==> config.mk <==
export PLATFORM = sky130hd
export DESIGN_NAME = ifu
export DESIGN_NICKNAME = d
export VERILOG_FILES = /design/src/rtl/ifu.sv
export SDC_FILE = /design/constraint.sdc
export NUM_CORES = 1
export LEC_CHECK = 0
export BUFFER_PORTS_ARGS = -buffer_cell sky130_fd_sc_hd__buf_2
export CAP_MARGIN = 5
export CORE_MARGIN = 3
export CORE_UTILIZATION = 51
export DETAILED_ROUTE_END_ITERATION = 8
export HOLD_SLACK_MARGIN = 0.02
export PLACE_DENSITY = 0.81
export SYNTH_ARGS = -nofsm -noshare
export SYNTH_HDL_FRONTEND = slang
export SYNTH_SLANG_ARGS = --single-unit
==> constraint.sdc <==
create_clock -name clk -period 2.5 [get_ports clk]
set_input_delay 0.25 -clock clk [delete_from_list [all_inputs] [get_ports clk]]
set_output_delay 0.25 -clock clk [all_outputs]
set_load 0.05 [all_outputs]
==> src/rtl/ifu.sv <==
// Instruction fetch unit: holds the PC, fetches one word per step over a
// valid/ready request channel and hands it to decode until execute supplies the next PC.
module ifu #(
  parameter logic [31:0] RESET_PC = 32'h8000_0000,
  parameter int unsigned CNT_W    = 64
) (
  input  logic             clk,
  input  logic             rst_n,
  output logic             mem_req_valid,
  input  logic             mem_req_ready,
  output logic [31:0]      mem_req_addr,
  input  logic             mem_rsp_valid,
  input  logic [31:0]      mem_rsp_data,
  input  logic             mem_rsp_err,
  output logic [31:0]      inst,
  output logic [31:0]      pc,
  output logic             inst_valid,
  input  logic             inst_ready,
  input  logic             npc_valid,
  input  logic             npc_jump,
  input  logic [31:0]      npc_target,
  input  logic             halt,
  output logic             halted,
  output logic             fault,
  output logic [31:0]      fault_addr,
  output logic [CNT_W-1:0] inst_cnt
);

  typedef enum logic [2:0] {
    BOOT  = 3'd0,
    REQ   = 3'd1,
    RSP   = 3'd2,
    HOLD  = 3'd3,
    NPC   = 3'd4,
    HALT  = 3'd5,
    FAULT = 3'd6
  } state_e;

  localparam logic [CNT_W-1:0] CNT_ONE = {{(CNT_W-1){1'b0}}, 1'b1};

  state_e           state_q, state_d;
  logic [31:0]      pc_q, pc_d;
  logic [31:0]      inst_q, inst_d;
  logic [31:0]      fault_addr_q, fault_addr_d;
  logic [CNT_W-1:0] inst_cnt_q, inst_cnt_d;
  logic [31:0]      jump_tgt;

  always_ff @(posedge clk or negedge rst_n) begin
    if (!rst_n) begin
      state_q      <= BOOT;
      pc_q         <= RESET_PC;
      inst_q       <= 32'h0;
      fault_addr_q <= 32'h0;
      inst_cnt_q   <= '0;
    end else begin
      state_q      <= state_d;
      pc_q         <= pc_d;
      inst_q       <= inst_d;
      fault_addr_q <= fault_addr_d;
      inst_cnt_q   <= inst_cnt_d;
    end
  end

  always_comb begin
    state_d      = state_q;
    pc_d         = pc_q;
    inst_d       = inst_q;
    fault_addr_d = fault_addr_q;
    inst_cnt_d   = inst_cnt_q;
    // jalr clears bit 0; a remaining bit 1 means the target is not word aligned
    jump_tgt     = npc_target & ~32'h1;

    case (state_q)
      BOOT: state_d = REQ;
      REQ: begin
        if (mem_req_ready) state_d = RSP;
      end
      RSP: begin
        if (mem_rsp_valid) begin
          if (mem_rsp_err) begin
            fault_addr_d = pc_q;
            state_d      = FAULT;
          end else begin
            inst_d  = mem_rsp_data;
            state_d = HOLD;
          end
        end
      end
      HOLD: begin
        if (inst_ready) begin
          inst_cnt_d = inst_cnt_q + CNT_ONE;
          state_d    = NPC;
        end
      end
      NPC: begin
        if (npc_valid) begin
          if (halt) begin
            state_d = HALT;
          end else if (npc_jump) begin
            if (jump_tgt[1]) begin
              fault_addr_d = jump_tgt;
              state_d      = FAULT;
            end else begin
              pc_d    = jump_tgt;
              state_d = REQ;
            end
          end else begin
            pc_d    = pc_q + 32'd4;
            state_d = REQ;
          end
        end
      end
      HALT:    state_d = HALT;
      FAULT:   state_d = FAULT;
      default: state_d = BOOT;
    endcase
  end

  assign mem_req_valid = (state_q == REQ);
  assign mem_req_addr  = pc_q;
  assign inst_valid    = (state_q == HOLD);
  assign halted        = (state_q == HALT);
  assign fault         = (state_q == FAULT);
  assign inst          = inst_q;
  assign pc            = pc_q;
  assign fault_addr    = fault_addr_q;
  assign inst_cnt      = inst_cnt_q;

endmodule
==> impl_metrics.py <==
metrics = {
    "worst_setup_path": {
        "slowest_stage": "or4_4",
        "crit_path_start_kind": "flip-flop",
        "endpoint_kind": "flip-flop",
        "critPathKind": "reg2reg",
        "path_cells": "ha_1 > nand3_2 > or4_4 > or4_1 > mux2i_1 > a21oi_1",
        "path_max_fanout": 10,
        "crit_required_ns": 2.79,
        "critPathArrivalTime_ns": 2.55,
        "worst_path_largest_cell_delay_ns": 0.64,
    },
    "logic_synthesis": {
        "ys_top_cells_by_area": "dfrtp_1 (50%), nand2_1 (4.8%), mux2_2 (4.6%)",
        "synth-edff-count": 0,
        "ys.flop_type": "dfrtp_1",
        "ys_warn_count": 0,
        "synthesis.area_um2": 8030,
        "yosysSeqAreaShare": 0.502,
        "synth.top_cell.area_share": 0.498,
        "avgSynthCellArea_um2": 9.75,
        "synth_area_leader_cell": "dfrtp_1",
        "synth.distinct_cells": 58,
        "ys_async_sr_fraction": 1.00,
        "netlist_instances": 824,
        "synth_seq_cells": 161,
        "synth.most_common_cell": "dfrtp_1",
        "synth_common_cells": "dfrtp_1 (160), nand2_1 (103), nor2_1 (70)",
    },
    "finish": {
        "final_util": 0.659,
        "fin_area_um2": 10100,
        "drive_above_1_share": 0.349,
        "area_growth_pct": 25.7,
        "diodes": 0,
        "nets": 1137,
    },
    "die": {
        "initial_utilization": 0.525,
        "row_count": 45,
        "die_area_um2": 17300,
        "dieHeight_um": 132,
        "die_x_um": 132,
        "core_um2": 15300,
        "pin_count": 269,
    },
    "clock_tree": {
        "path_clk_slew_ns": 0.06,
        "cts.sinks": 161,
        "cts_tree": "done",
        "clk_latency_ns": 0.42,
        "cts.htree.levels": 4,
        "post_cts_buffers": 0,
        "cts-buffers-inserted": 17,
        "root_buffer": "clkbuf_16",
        "cts_buffer_depth": 2,
    },
    "timing": {
        "setup_viol": 0,
        "hold_viol": 0,
        "worstMarginPinSlew_ns": 0.737,
        "final.period_utilization": 0.903,
        "fin_skew_ns": 0.00714,
        "slew_viol_final": 0,
        "fin_crit_ns": 2.26,
        "slew_headroom": 0.508,
        "rsz0062_at_grt": "no",
        "whs_ns": 0.0615,
        "max_freq_mhz": 443,
        "setup_ws_ns": 0.242,
        "fin_setup_tns_ns": 0,
    },
    "global_route": {
        "grt_util_all_layers": 0.251,
        "antenna_found_initial": 3,
        "grt_max_degree": 74,
        "grt_pass1_vias": 6805,
        "grt_pass1_wl_um": 35600,
        "grt.overflow.total": 0,
    },
    "power": {
        "leakage_nw": 5.05,
        "power_density_nw_per_um2": 1090,
        "ir_drop_uv": 679,
    },
    "status": {
        "outcome": "finished, final reports clean",
    },
    "routing": {
        "vias": 7252,
        "totalWireLength_um": 22000,
        "initialDrtViolationCount": 657,
        "wl_per_cell_um": 17.1,
        "firstDrtPassIters": 5,
        "ant_nets": 0,
        "avgViaCountPerCell": 5.64,
        "drc": 0,
    },
    "hold_path": {
        "hold_class": "in2reg",
    },
    "job": {
        "max_cap_viol_count": 0,
    },
    "place": {
        "place.gp.congestion": 0.897,
        "place_area_um2": 9470,
        "hpwlAfterDp_um": 15700,
        "io_buffers": 263,
        "dp_slack_ns": 0.253,
    },
}
[state kept, by name, indices dropped and copies added (netlist names)]
name          flops
inst_cnt         64
mem_req_addr     30
fault_addr       32
inst             32
state_q           3
[repair_timing]
| action | 4_1_cts | 5_1_grt |
|---|---|---|
| endpoints found under the setup margin | 0 | 0 |
| gates resized for setup | 0 | 0 |
| hold buffers | 1 | 0 |
| endpoints found under the hold margin | 39 | 0 |
[cells by family after synthesis]
group,share of synthesized area
DFF,0.502
muxes,0.0587
xor gates and xnor gates,0.0687
AOI/OAI and AO/OA,0.0885
adders and majority gates,0.00311
and+or+nand+nor,0.219
buffers and inverters,0.0600
other,0.000467
[cell usage in the layout, fill, tap and decap left out, types with 4 or more instances in the layout]
cell	count
nor4_1	13
mux2_2	33
mux2i_1	10
nand3_1	46
a211oi_1	4
inv_1	11
o22ai_1	16
nand4_1	28
a22oi_1	5
dfrtp_1	157
a21oi_1	26
xnor2_1	28
and3_1	19
conb_1	4
nand2_1	103
nor2_1	70
or3_1	5
a31oi_1	31
buf_2	262
and4_1	7
xor2_1	35
clkbuf_16	17
buf_4	27
nor3_1	27
and2_1	5
o21ai_0	13
[metal layers]
metal,GRT usage,vias to the layer above,share of wire
li1,-,3365,-
met1,0.326,3506,0.40
met2,0.424,332,0.50
met3,0.0559,43,0.083
met4,0.0706,6,0.016
met5,0,-,0.0013
[report_power, final]
part	switching, mW	internal, mW	total (mW)
combinational	3.44	1.17	4.61
clock	1.05	1.66	2.70
sequential	0.445	3.20	3.65
total	4.93	6.03	11.0
[metrics by stage]
| step | cells | total power, mW |
|---|---|---|
| detailed placement | 1253 | 8.32 |
| global placement | 1253 | 8.23 |
| CTS | 1286 | 11.0 |
| global route | 1286 | 11.4 |
| floorplan | 827 | 7.17 |
| finish | 1286 | 11.0 |
[worst max-delay path, delay by kind of cell, from the launching register on]
kind | cells | cell delay [ns]
simple gates | 3 | 1.29
flops | 1 | 0.41
fa+ha+maj | 1 | 0.21
mux | 1 | 0.14
compound gates | 1 | 0.08
[final timing paths]
kind / end / slack, ns / cells after the start / from
hold reg to reg: inst_cnt[63] / 0.47 / 1 / inst_cnt[63]
setup / recovery: mem_req_addr[24] / 0.24 / 6 / mem_req_addr[2]
hold / removal: inst[10] / 0.06 / 2 / mem_rsp_data[10]
max in group asynchronous: mem_req_addr[23] / 1.46 / 3 / rst_n
min in group asynchronous: inst_cnt[9] / 0.33 / 2 / rst_n
setup reg to reg: mem_req_addr[24] / 0.24 / 6 / mem_req_addr[2]
[area by class of cell]
| type | count | area [um^2] |
|---|---|---|
| multi-input cells | 577 | 3560 |
| flip-flops and latches | 161 | 4030 |
| fillers | 1244 | 5220 |
| repair buffers | 293 | 1580 |
| clock inverters | 12 | 155 |
| inverters | 12 | 45.0 |
| clock buffers | 20 | 467 |
| well taps | 211 | 264 |
No activity file was read; power rests on OpenSTA's default activity.
